**src/rtl/tone_pkg.sv**
```systemverilog
// Shared types and helpers for the tone sequencer: FSM state encoding,
// voice contribution sign logic and ROM word slicing.
package tone_pkg;

    typedef enum logic [1:0] {
        StIdle,
        StAddr,
        StLoad,
        StPlay
    } state_t;

    // Signed contribution of one square-wave voice; a rest (inactive) contributes nothing.
    function automatic logic signed [31:0] voice_contrib(
        input logic               active,
        input logic               phase,
        input logic signed [31:0] amp
    );
        if (!active) begin
            return 32'sd0;
        end
        return phase ? amp : -amp;
    endfunction

    // Bit offset of voice v inside a packed ROM word of w-bit half-periods.
    function automatic int unsigned voice_offset(input int unsigned v, input int unsigned w);
        return v * w;
    endfunction

endpackage

```
**src/rtl/tone_voice.sv**
```systemverilog
// One square-wave oscillator: latches a half-period on load, counts while run is high
// and toggles its phase on each wrap. A zero period is a rest.
module tone_voice
    import tone_pkg::*;
#(
    parameter int unsigned PERIOD_W  = 19,
    parameter int unsigned AMPLITUDE = 50_000_000
) (
    input  logic                clk,
    input  logic                resetn,
    input  logic [PERIOD_W-1:0] period,
    input  logic                load,
    input  logic                run,
    input  logic                clear,
    output logic signed [31:0]  contrib
);

    logic [PERIOD_W-1:0] period_q;
    logic [PERIOD_W-1:0] count_q;
    logic                phase_q;
    logic                active;

    assign active = (period_q != '0);

    always_ff @(posedge clk) begin
        if (!resetn || clear) begin
            period_q <= '0;
            count_q  <= '0;
            phase_q  <= 1'b1;
        end else if (load) begin
            period_q <= period;
            count_q  <= '0;
            phase_q  <= 1'b1;
        end else if (run && active) begin
            if (count_q == period_q - PERIOD_W'(1)) begin
                count_q <= '0;
                phase_q <= ~phase_q;
            end else begin
                count_q <= count_q + PERIOD_W'(1);
            end
        end
    end

    assign contrib = voice_contrib(active, phase_q, signed'(32'(AMPLITUDE)));

endmodule

```
**src/rtl/tone_sequencer.sv**
```systemverilog
// Multi-voice square-wave song player: steps a song ROM one beat per word and mixes the
// voices with a pass-through sample for the audio controller.
module tone_sequencer
    import tone_pkg::*;
#(
    parameter int unsigned NUM_VOICES  = 2,
    parameter int unsigned PERIOD_W    = 19,
    parameter int unsigned ADDR_W      = 10,
    parameter int unsigned SONG_LEN    = 1000,
    parameter int unsigned BEAT_CYCLES = 5_000_000,
    parameter int unsigned AMPLITUDE   = 50_000_000
) (
    input  logic                           CLOCK_50,
    input  logic                           resetn,
    input  logic                           start,
    input  logic                           stop,
    input  logic                           pause,
    input  logic                           loop_en,
    output logic [ADDR_W-1:0]              rom_addr,
    input  logic [NUM_VOICES*PERIOD_W-1:0] rom_q,
    input  logic signed [31:0]             mix_in,
    input  logic                           audio_out_allowed,
    output logic signed [31:0]             left_out,
    output logic signed [31:0]             right_out,
    output logic                           write_out,
    output logic                           busy,
    output logic                           done
);

    localparam int unsigned BEAT_W = (BEAT_CYCLES > 1) ? $clog2(BEAT_CYCLES) : 1;
    localparam logic [BEAT_W-1:0] BEAT_LAST = BEAT_W'(BEAT_CYCLES - 1);
    localparam logic [ADDR_W-1:0] LAST_ADDR = ADDR_W'(SONG_LEN - 1);

    state_t               state;
    logic [BEAT_W-1:0]    beat;
    logic                 beat_end;
    logic                 song_end;
    logic                 voice_load;
    logic                 voice_run;
    logic                 voice_clear;
    logic                 hold_out;
    logic signed [31:0]   contrib [NUM_VOICES];
    logic signed [31:0]   voice_sum;
    logic signed [31:0]   sample_d;
    logic signed [31:0]   sample_q;

    assign beat_end = (state == StPlay) && !pause && (beat == BEAT_LAST);
    // One-shot end of song; stop and start both take precedence over it.
    assign song_end = beat_end && !stop && !start && (rom_addr >= LAST_ADDR) && !loop_en;

    assign voice_load  = (state == StLoad);
    assign voice_run   = (state == StAddr) || (state == StLoad) || ((state == StPlay) && !pause);
    assign voice_clear = stop || song_end;
    assign hold_out    = (state == StPlay) && pause && !stop && !start;

    always_ff @(posedge CLOCK_50) begin
        if (!resetn) begin
            state    <= StIdle;
            rom_addr <= '0;
            beat     <= '0;
            busy     <= 1'b0;
            done     <= 1'b0;
        end else begin
            done <= 1'b0;
            if (stop) begin
                state    <= StIdle;
                rom_addr <= '0;
                beat     <= '0;
                busy     <= 1'b0;
            end else if (start) begin
                state    <= StAddr;
                rom_addr <= '0;
                beat     <= '0;
                busy     <= 1'b1;
            end else begin
                unique case (state)
                    StIdle: state <= StIdle;
                    StAddr: state <= StLoad;
                    StLoad: begin
                        state <= StPlay;
                        beat  <= '0;
                    end
                    StPlay: begin
                        if (beat_end) begin
                            beat <= '0;
                            if (rom_addr < LAST_ADDR) begin
                                rom_addr <= rom_addr + ADDR_W'(1);
                                state    <= StAddr;
                            end else if (loop_en) begin
                                rom_addr <= '0;
                                state    <= StAddr;
                            end else begin
                                rom_addr <= '0;
                                state    <= StIdle;
                                busy     <= 1'b0;
                                done     <= 1'b1;
                            end
                        end else if (!pause) begin
                            beat <= beat + BEAT_W'(1);
                        end
                    end
                    default: state <= StIdle;
                endcase
            end
        end
    end

    for (genvar v = 0; v < NUM_VOICES; v++) begin : g_voice
        tone_voice #(
            .PERIOD_W (PERIOD_W),
            .AMPLITUDE(AMPLITUDE)
        ) u_voice (
            .clk    (CLOCK_50),
            .resetn (resetn),
            .period (rom_q[voice_offset(v, PERIOD_W) +: PERIOD_W]),
            .load   (voice_load),
            .run    (voice_run),
            .clear  (voice_clear),
            .contrib(contrib[v])
        );
    end

    always_comb begin
        voice_sum = '0;
        for (int unsigned v = 0; v < NUM_VOICES; v++) begin
            voice_sum = voice_sum + contrib[v];
        end
        // Silence voices in the same edge that leaves for IDLE so the output is mix_in at once.
        sample_d = mix_in + (voice_clear ? 32'sd0 : voice_sum);
    end

    always_ff @(posedge CLOCK_50) begin
        if (!resetn) begin
            sample_q <= '0;
        end else if (!hold_out) begin
            sample_q <= sample_d;
        end
    end

    assign left_out  = sample_q;
    assign right_out = sample_q;
    assign write_out = audio_out_allowed;

endmodule

```
**config.mk**
```make
export PLATFORM = sky130hd
export DESIGN_NAME = tone_sequencer
export DESIGN_NICKNAME = d
export VERILOG_FILES = /design/src/rtl/tone_pkg.sv /design/src/rtl/tone_voice.sv /design/src/rtl/tone_sequencer.sv
export SDC_FILE = /design/constraint.sdc
export NUM_CORES = 1
export LEC_CHECK = 0
export ABC_CLOCK_PERIOD_IN_PS = 7500
export BUFFER_PORTS_ARGS = -buffer_cell sky130_fd_sc_hd__buf_2
export CAP_MARGIN = 20
export CORE_MARGIN = 3
export CORE_UTILIZATION = 55
export DETAILED_ROUTE_END_ITERATION = 16
export PLACE_DENSITY = 0.78
export SLEW_MARGIN = 20
export SYNTH_ARGS = -nofsm -noshare
export SYNTH_HDL_FRONTEND = slang
export SYNTH_SLANG_ARGS = --single-unit
```
**constraint.sdc**
```tcl
create_clock -name CLOCK_50 -period 7.5 [get_ports CLOCK_50]
set_input_delay 2.25 -clock CLOCK_50 [delete_from_list [all_inputs] [get_ports CLOCK_50]]
set_output_delay 2.25 -clock CLOCK_50 [all_outputs]
set_load 0.02 [all_outputs]
```
==> flow_metrics.env, run 1 <==
export IMPL_dp_cells=1438
export IMPL_core_sq_um=16200
export IMPL_pwr_density_cell_nw_per_um2=186
export IMPL_ys_seq_area_share_pct=31.7
export IMPL_grt_start_max_net_pins=43
export IMPL_place_hpwl_mm=16.5
export IMPL_fin_area_sq_um=10600
export IMPL_min_delay_path_class="reg2reg"
export IMPL_gp_congestion=0.938
export IMPL_vdd_ir_drop_worst_v=0.000167
export IMPL_finalSetupViolCount=0
export IMPL_vias=8451
export IMPL_maxCapViolations=0
export IMPL_power_static_leakage_uw=0.00433
export IMPL_synth_main_ff_cell="dfxtp_1"
export IMPL_synthArstFlopShare_pct=0
export IMPL_hold_viol=0
export IMPL_crit_start="pause"
export IMPL_worstReg2RegStart="g_voice[1].u_voice.period_q[0]"
export IMPL_p_int_uw=1470
export IMPL_fin_crit_sh_pct=80.5
export IMPL_wl_per_cell_um=15.3
export IMPL_cts_setup_buffers=0
export IMPL_h_tree_depth=4
export IMPL_synth_edf_count=0
export IMPL_synthCells=1144
export IMPL_initial_utilization_pct=57.2
export IMPL_start_kind="input port"
export IMPL_min_period_ns=6.04
export IMPL_cts_root_buf="clkbuf_16"
export IMPL_drc=0
export IMPL_arrival_ns=6.35
export IMPL_track_usage_pct=24.6
export IMPL_routed_wl_mm=22.5
export IMPL_synth_area_sq_um=9290
export IMPL_tightest_slew_ns=0.985
export IMPL_fmax_mhz=166
export IMPL_fin_nets=1358
export IMPL_max_slew_margin_pct=33.8
export IMPL_clk_path_buf_depth=2
export IMPL_cp_max_fo=22
export IMPL_finalMaxSlewViolations=0
export IMPL_portBuffers=151
export IMPL_setup_ws_ns=1.46
export IMPL_ys_warn_count=0
export IMPL_cts_hold_buf=0
export IMPL_min_delay_start="left_out[5]"
export IMPL_rsz0062_at_grt="no"
export IMPL_cts_tree="done"
export IMPL_p_clk_share_pct=48.5
export IMPL_first_global_vias=7776
export IMPL_synthToLayoutAreaGrowth_pct=13.7
export IMPL_status="completed"
export IMPL_synth_nets=1261
export IMPL_via_per_inst=5.75
export IMPL_rows=46
export IMPL_clk_latency_ns=0.43
export IMPL_avgSynthCellArea_sq_um=8.12
export IMPL_path_class="in2reg"
export IMPL_drive_above_1_share_pct=16.9
export IMPL_post_place_ws_ns=1.09
export IMPL_dr_pass1_iters=5
export IMPL_tns_ns=0
export IMPL_end_kind="flop"
export IMPL_clock_sinks=147
export IMPL_final_common_cell="nor2_1"
export IMPL_post_cts_resized=0
export IMPL_grt_overflow=0
export IMPL_most_common_layout_cells="nor2_1, buf_2, dfxtp_1, nand2_1, a21oi_1"
export IMPL_stdcell_count=1470
export IMPL_initialDrtViolationCount=571
export IMPL_clk_pin_slew_ns=0.06
export IMPL_comb_power_share_pct=10.4
export IMPL_fin_skew_ns=0.00785
export IMPL_fp_dieH_um=136
export IMPL_cp_required_ns=7.82
export IMPL_die_w_um=136
export IMPL_io_pins=154
export IMPL_grt_pass1_wl_mm=37.5
export IMPL_switching_share_pct=24.9
export IMPL_antenna_cells=0
export IMPL_seqPwrFrac_pct=41.1
export IMPL_antenna_found_initial=0
export IMPL_ys_seq_elements=147
export IMPL_placed_area_sq_um=9910
export IMPL_ant_nets=0
export IMPL_synth_cell_type_count=80
export IMPL_die_area_sq_um=18500
export IMPL_p_sw_uw=489
export IMPL_cts_made_buffers=17
power by group through the flow:
stage	combinational (uW)	clock, uW	sequential (uW)
floorplan	133	0	839
global placement	201	0	823
detailed placement	203	0	824
CTS	204	960	806
global route	224	992	808
finish	204	952	806
critical path: stages:
cell	delay, ns
buf_2	0.12
and4b_1	0.24
nand4_1	0.15
or4_1	0.63
o31ai_2	0.24
buf_4	0.26
nor2_1	0.07
ha_1	0.21
fa_1	0.43
a211oi_1	0.43
o21bai_1	0.18
a32oi_1	0.39
a21oi_1	0.21
a32oi_1	0.31
or4_1	0.15
nand4_1	0.08
layer usage:
| layer | GRT usage [%] | routed length, um |
|---|---|---|
| met5 | 0 | 0 |
| met4 | 6.89 | 297 |
| met3 | 4.37 | 1310 |
| met2 | 40.5 | 10600 |
| met1 | 33.3 | 10300 |
cells in the mapped netlist (all sizes together) (11+ instances only):
cell type | n | share of area [%]
nor2 | 153 | 6.2
a21o | 11 | 0.89
clkbuf | 32 | 1.3
xnor2 | 59 | 5.6
a21oi | 77 | 4.1
ha | 35 | 4.7
dfxtp | 147 | 32
xor2 | 55 | 5.2
buf | 47 | 3.8
and3 | 19 | 1.3
nand4 | 31 | 2.1
o21ai | 43 | 2.4
nor3 | 48 | 2.6
or3 | 14 | 1.0
inv | 38 | 1.5
nand3 | 43 | 2.3
mux2i | 42 | 4.5
nor4 | 12 | 0.97
nand2 | 85 | 3.4
layout make-up:
cell class,instances,area (sq um)
clock buffer,20,447
clock inverter,12,201
sequential,147,2940
tap,216,270
timing repair buffer,157,801
fill,1411,5670
multi-input combinational,879,5750
inverter,39,146
state kept, by name (all words and copies together) (netlist names), 2 cells and up:
register,flops
g_voice.u_voice.count_q,38
g_voice.u_voice.period_q,38
left_out,32
beat,23
rom_addr,10
g_voice.u_voice.phase_q,2
state,2
final timing paths:
| check | endpoint | slack, ns | depth (start not counted) |
|---|---|---|---|
| worst min-delay path | left_out[5] | 0.46 | 2 |
| worst min register to register | left_out[5] | 0.46 | 2 |
| worst max-delay path | left_out[29] | 1.46 | 16 |
| worst max register to register | left_out[29] | 1.53 | 21 |
metrics by stage:
step | power, uW | hold WS [ns] | util, %
after floorplan | 971 | 0.453 | -
after global placement | 1020 | 0.446 | 61.1
after detailed placement | 1030 | 0.452 | 61.1
after CTS | 1970 | 0.461 | 65.1
after global routing | 2020 | 0.482 | 65.1
final | 1960 | 0.461 | 65.1
kinds of logic (layout without fill, tap and decap cells):
group	after synthesis	in the layout	share of synthesized area [%]
buf+inv	118	228	6.64
flops	147	147	31.7
compound gates	215	215	15.2
mux	43	43	4.65
fa+ha+maj	40	40	5.79
xor+xnor	114	114	10.8
simple gates	467	467	25.2
Note: power is estimated with default switching activity, not from simulation.
==> run 2, diff against run 1 <==
--- a/config.mk
+++ b/config.mk
@@ -5,13 +5,14 @@
 export SDC_FILE = /design/constraint.sdc
 export NUM_CORES = 1
 export LEC_CHECK = 0
-export ABC_CLOCK_PERIOD_IN_PS = 7500
+export ABC_AREA = 1
+export ABC_CLOCK_PERIOD_IN_PS = 5980
 export BUFFER_PORTS_ARGS = -buffer_cell sky130_fd_sc_hd__buf_2
 export CAP_MARGIN = 20
 export CORE_MARGIN = 3
 export CORE_UTILIZATION = 55
 export DETAILED_ROUTE_END_ITERATION = 16
-export PLACE_DENSITY = 0.78
+export PLACE_DENSITY = 0.77
 export SLEW_MARGIN = 20
 export SYNTH_ARGS = -nofsm -noshare
 export SYNTH_HDL_FRONTEND = slang
==> constraint.sdc (replaced) <==
create_clock -name CLOCK_50 -period 5.98 [get_ports CLOCK_50]
set_input_delay 1.794 -clock CLOCK_50 [delete_from_list [all_inputs] [get_ports CLOCK_50]]
set_output_delay 1.794 -clock CLOCK_50 [all_outputs]
set_load 0.02 [all_outputs]
==> run 2 against run 1 <==
Combinational power up 40%. Sequential cell count unchanged. Register-to-register slack worse by 0.63 ns. Sequential power up 25%. Clock skew up 0.00060 ns. Utilization down 1.9 points. Routed wire length up 19%. Worst hold slack better by 0.015 ns. Highest routed layer unchanged. Cell area up 13%. Critical path type is now reg2reg. Critical endpoint is now left_out[20].
==> flow_metrics.env, run 2 <==
export IMPL_status="completed"
export IMPL_routed_wl_mm=26.7
export IMPL_critical_path_buf_inv_count=6
export IMPL_finalMaxSlewViolations=0
export IMPL_post_cts_resized=0
export IMPL_synth_top_area_cell="dfxtp_1"
export IMPL_cts_tree="done"
export IMPL_synth_main_ff_cell="dfxtp_1"
export IMPL_synth_nets=1720
export IMPL_initialDrtViolationCount=746
export IMPL_rsz0062_at_grt="no"
export IMPL_synth_commonest_cells="nand2_1, nor2_1, inv_1, dfxtp_1, nand3_1"
export IMPL_totalPowerFinal_uw=2330
export IMPL_end_kind="flop"
export IMPL_die_area_sq_um=21000
export IMPL_fmax_mhz=197
export IMPL_via_per_inst=5.17
export IMPL_portBuffers=151
export IMPL_synthToLayoutAreaGrowth_pct=12.0
export IMPL_yosysMostFrequentCell="nand2_1"
export IMPL_min_delay_start="beat[9]"
export IMPL_min_period_ns=5.08
export IMPL_synth_top_family_by_area="simple AND/OR/NAND/NOR gates"
export IMPL_arrival_ns=5.41
export IMPL_min_delay_path_class="reg2reg"
export IMPL_critPathSlowestCell="or3b_2"
export IMPL_synth_area_leaders="dfxtp_1, nand2_1, nor2_1"
export IMPL_power_static_leakage_uw=0.00582
export IMPL_fin_crit_sh_pct=84.9
export IMPL_pwr_density_cell_nw_per_um2=196
export IMPL_io_pins=154
export IMPL_clock_sinks=147
export IMPL_wl_per_cell_um=13.4
export IMPL_cts_setup_buffers=0
export IMPL_ant_nets=0
export IMPL_clk_path_buf_depth=2
export IMPL_ys_seq_area_share_pct=27.7
export IMPL_die_w_um=145
export IMPL_fin_nets=1833
export IMPL_synth_area_sq_um=10600
export IMPL_hold_end="beat[9]"
export IMPL_antenna_cells=0
export IMPL_final_common_cell="nand2_1"
export IMPL_most_common_layout_cells="nand2_1, nor2_1, inv_1, buf_2, dfxtp_1"
export IMPL_max_slew_margin_pct=43.8
export IMPL_clk_latency_ns=0.43
export IMPL_initial_utilization_pct=56.4
export IMPL_finalSetupViolCount=0
export IMPL_synth_top_area_share_pct=27.7
export IMPL_synthCells=1603
export IMPL_fin_skew_ns=0.00845
export IMPL_cts_root_buf="clkbuf_16"
export IMPL_fp_dieH_um=145
export IMPL_gp_congestion=0.979
export IMPL_synthArstFlopShare_pct=0
export IMPL_finalHoldWorstSlack_ns=0.476
export IMPL_drive_above_1_share_pct=17.2
export IMPL_cts_made_buffers=17
export IMPL_cp_depth=27
export IMPL_grt_start_max_net_pins=63
export IMPL_avgSynthCellArea_sq_um=6.63
export IMPL_reg2reg_depth=27
export IMPL_vdd_ir_drop_worst_v=0.000212
export IMPL_first_global_vias=9514
export IMPL_utilization_pct=63.2
export IMPL_start_kind="flop"
export IMPL_max_stage_delay_ns=0.50
export IMPL_synth_xor_area_share_pct=5.68
export IMPL_path_class="reg2reg"
export IMPL_place_hpwl_mm=20.9
export IMPL_worstReg2RegStart="g_voice[0].u_voice.period_q[0]"
export IMPL_cp_required_ns=6.31
export IMPL_h_tree_depth=4
export IMPL_hold_depth=2
export IMPL_core_sq_um=18800
export IMPL_cp_max_fo=6
export IMPL_synth_cell_type_count=52
export IMPL_grt_overflow=0
export IMPL_antenna_found_initial=0
export IMPL_worst_path_most_repeated_cell="inv_1"
export IMPL_synth_edf_count=0
export IMPL_synthAdderAreaFrac_pct=5.07
export IMPL_vias=10300
export IMPL_ys_seq_elements=147
export IMPL_rows=50
export IMPL_rrSetupSlack_ns=0.90
export IMPL_tns_ns=0
export IMPL_dr_pass1_iters=6
export IMPL_tightest_slew_ns=0.843
export IMPL_grt_pass1_wl_mm=44.9
export IMPL_clk_pin_slew_ns=0.06
export IMPL_timing_rr_end="left_out[20]"
export IMPL_maxCapViolations=0
export IMPL_synthSimpleGateAreaFrac_pct=38.9
export IMPL_ys_warn_count=0
export IMPL_path_delay_family="simple AND/OR/NAND/NOR gates"
export IMPL_cts_hold_buf=0
export IMPL_hold_viol=0
export IMPL_synth_compound_area_share_pct=9.33
export IMPL_track_usage_pct=25.3
export IMPL_synth_area_mux_share_pct=1.60
export IMPL_drc=0
-- run 2: final cells by class --
class	count	area, sq um
flip-flops and latches	147	2940
fillers	1748	6940
clock inverters	13	115
multi-input cells	1176	6440
inverters	217	815
clock buffers	19	453
repair buffers	157	801
well taps	260	325
-- run 2: cell families after synthesis --
logic type	Yosys count
mux	17
simple gates	876
fa+ha+maj	40
compound gates	175
flops	147
buf+inv	280
xor+xnor	68
-- run 2: power by group --
part / internal, uW / switching [uW] / total (uW)
Clock: 567 / 466 / 1030
Combinational: 97.0 / 188 / 285
Sequential: 997 / 15.4 / 1010
-- run 2: stage by stage --
stage | setup slack (ns) | cell area, sq um | cells
after floorplan | 1.67 | 10600 | 1603
after global placement | 1.01 | 11300 | 1957
after detailed placement | 0.948 | 11300 | 1957
after CTS | 0.926 | 11900 | 1989
after global routing | 0.468 | 11900 | 1989
final | 0.902 | 11900 | 1989
-- run 2: tightest hold or removal path, stage by stage, from the launching register on --
cell	delay [ns]
dfxtp_1	0.32
inv_1	0.05
a211oi_1	0.05
-- run 2: how the worst max path moves through the flow --
stage,start,end,slack [ns]
3_3_place_gp,g_voice[0].u_voice.period_q[0],left_out[20],1.01
6_report,g_voice[0].u_voice.period_q[0],left_out[20],0.90
4_1_cts,g_voice[0].u_voice.period_q[0],left_out[20],0.93
2_1_floorplan,pause,left_out[23],1.67
5_1_grt,g_voice[0].u_voice.period_q[0],left_out[20],0.47
3_5_place_dp,g_voice[0].u_voice.period_q[0],left_out[20],0.95
-- run 2: layer usage --
metal	share of wire, %	GRT usage, %
met1	47	33.6
met2	47	43.1
met3	4.5	3.34
met4	1.7	7.41
met5	0	0
==> run 3, diff against run 2 <==
--- a/config.mk
+++ b/config.mk
@@ -5,12 +5,12 @@
 export SDC_FILE = /design/constraint.sdc
 export NUM_CORES = 1
 export LEC_CHECK = 0
-export ABC_AREA = 1
-export ABC_CLOCK_PERIOD_IN_PS = 5980
+export ABC_AREA = 0
+export ABC_CLOCK_PERIOD_IN_PS = 4400
 export BUFFER_PORTS_ARGS = -buffer_cell sky130_fd_sc_hd__buf_2
 export CAP_MARGIN = 20
 export CORE_MARGIN = 3
-export CORE_UTILIZATION = 55
+export CORE_UTILIZATION = 52
 export DETAILED_ROUTE_END_ITERATION = 16
 export PLACE_DENSITY = 0.77
 export SLEW_MARGIN = 20
==> constraint.sdc (replaced) <==
create_clock -name CLOCK_50 -period 4.4 [get_ports CLOCK_50]
set_input_delay 1.32 -clock CLOCK_50 [delete_from_list [all_inputs] [get_ports CLOCK_50]]
set_output_delay 1.32 -clock CLOCK_50 [all_outputs]
set_load 0.02 [all_outputs]
==> run 3 against run 2 <==
The flow now finishes with violations (negative setup slack). First-iteration DRC count is 17% lower. Final cell count decreased by 18%. Register-to-register slack lost 1.1 ns. Clock skew grew 0.00093 ns. Clock power up 40%. Count of clock-buffer cells in the layout decreased by 1. Sequential cell count unchanged. Combinational power increased by 54%.
==> flow_metrics.env, run 3 (synthesized netlist as in run 1, its figures left out) <==
export IMPL_status="finished, violations left"
export IMPL_failed_checks="negative setup slack"
export IMPL_antenna_cells=0
export IMPL_fill_cells=1373
export IMPL_pwr_density_cell_nw_per_um2=273
export IMPL_crit_start="g_voice[1].u_voice.period_q[11]"
export IMPL_start_kind="flop"
export IMPL_min_delay_path_class="reg2reg"
export IMPL_setup_ws_ns=-0.152
export IMPL_place_hpwl_mm=18.1
export IMPL_rows=48
export IMPL_vdd_ir_drop_worst_v=0.000278
export IMPL_fin_area_sq_um=11900
export IMPL_path_class="reg2reg"
export IMPL_clk_pin_slew_ns=0.06
export IMPL_totalPowerFinal_uw=3250
export IMPL_initialDrtViolationCount=620
export IMPL_most_common_layout_cells="buf_2, nor2_1, buf_4, dfxtp_1, nand2_1"
export IMPL_regArea_sq_um=2940
export IMPL_fin_skew_ns=0.00938
export IMPL_cp_required_ns=4.77
export IMPL_synthToLayoutAreaGrowth_pct=28.1
export IMPL_initial_utilization_pct=53.3
export IMPL_finalSetupViolCount=10
export IMPL_drc=0
export IMPL_routed_wl_mm=25.0
export IMPL_dr_pass1_iters=5
export IMPL_portBuffers=151
export IMPL_track_usage_pct=25.0
export IMPL_fmax_mhz=220
export IMPL_grt_pass1_wl_mm=41.6
export IMPL_cp_max_fo=3
export IMPL_die_area_sq_um=19500
export IMPL_core_sq_um=17400
export IMPL_h_tree_depth=4
export IMPL_ant_nets=0
export IMPL_clk_latency_ns=0.43
export IMPL_clock_sinks=147
export IMPL_maxCapViolations=0
export IMPL_tightest_slew_ns=0.739
export IMPL_grt_start_max_net_pins=42
export IMPL_fin_nets=1502
export IMPL_final_common_cell="buf_2"
export IMPL_finalHoldWorstSlack_ns=0.461
export IMPL_cts_root_buf="clkbuf_16"
export IMPL_rsz0062_at_grt="yes"
export IMPL_die_w_um=140
export IMPL_io_pins=154
export IMPL_min_delay_start="left_out[4]"
export IMPL_hold_viol=0
export IMPL_worstReg2RegStart="g_voice[1].u_voice.period_q[11]"
export IMPL_finalMaxSlewViolations=0
export IMPL_cts_hold_buf=0
export IMPL_multi_input_area_sq_um=6050
export IMPL_cts_made_buffers=17
export IMPL_gp_congestion=0.903
export IMPL_min_period_ns=4.55
export IMPL_drive_above_1_share_pct=29.1
export IMPL_placed_area_sq_um=11000
export IMPL_fp_dieH_um=140
export IMPL_post_place_ws_ns=-0.405
export IMPL_via_per_inst=5.70
export IMPL_fin_crit_sh_pct=103
export IMPL_cts_tree="done"
export IMPL_grt_overflow=0
export IMPL_wl_per_cell_um=15.4
export IMPL_end_kind="flop"
export IMPL_antenna_found_initial=0
export IMPL_max_slew_margin_pct=50.4
export IMPL_first_global_vias=8872
export IMPL_vias=9239
export IMPL_arrival_ns=4.92
export IMPL_clk_path_buf_depth=2
export IMPL_power_static_leakage_uw=0.00507
## run 3: final timing paths
kind	end	depth (start not counted)	slack, ns
min reg2reg	left_out[4]	2	0.46
max reg2reg	left_out[28]	21	-0.15
max	left_out[28]	21	-0.15
min	left_out[4]	2	0.46
## run 3: per-stage QoR
| step | TNS [ns] | utilization [%] | instances |
|---|---|---|---|
| floorplan | -0.731 | - | 1144 |
| global placement | -2.73 | 63.0 | 1578 |
| detailed placement | -4.41 | 63.0 | 1578 |
| CTS | -0.0429 | 67.3 | 1616 |
| global route | -3.69 | 68.3 | 1622 |
| finish | -0.546 | 68.3 | 1622 |
## run 3: per-layer routing
layer / track usage, % / wire (um)
met1: 31.9 / 10700
met2: 42.7 / 12200
met3: 4.12 / 1370
met4: 9.28 / 677
met5: 0 / 0
## run 3: area by class of cell
type | instances | area share, %
multi-input cells | 879 | 50.8
flip-flops and latches | 147 | 24.7
repair buffers | 301 | 16.0
clock buffers | 18 | 3.61
well taps | 225 | 2.37
clock inverters | 13 | 1.25
inverters | 39 | 1.23
## run 3: what timing repair did
action | CTS | global route
setup endpoints to repair | 13 | 16
pin swaps | 15 | 25
setup buffers | 7 | 6
resized for setup | 29 | 32
gates cloned | 0 | 0
## run 3: power by group
| group | switching (uW) | internal [uW] |
|---|---|---|
| Sequential | 18.0 | 1360 |
| Combinational | 247 | 191 |
| Clock | 597 | 841 |
| Total | 862 | 2390 |
## run 3: worst max-delay path, stage by stage, from the launching register on
cell and delay (ns):
dfxtp_2 0.32, or4_4 0.53, or3_4 0.37, nor4_4 0.13
buf_4 0.17, inv_2 0.05, ha_4 0.15, inv_2 0.05
fa_2 0.20, inv_2 0.05, fa_1 0.50, inv_2 0.05
nor2_4 0.16, ha_4 0.18, buf_6 0.10, nand3_2 0.07
o211ai_1 0.33, o2111a_2 0.32, o211ai_1 0.16, a21oi_1 0.20
mux2_2 0.35, nand2_1 0.05
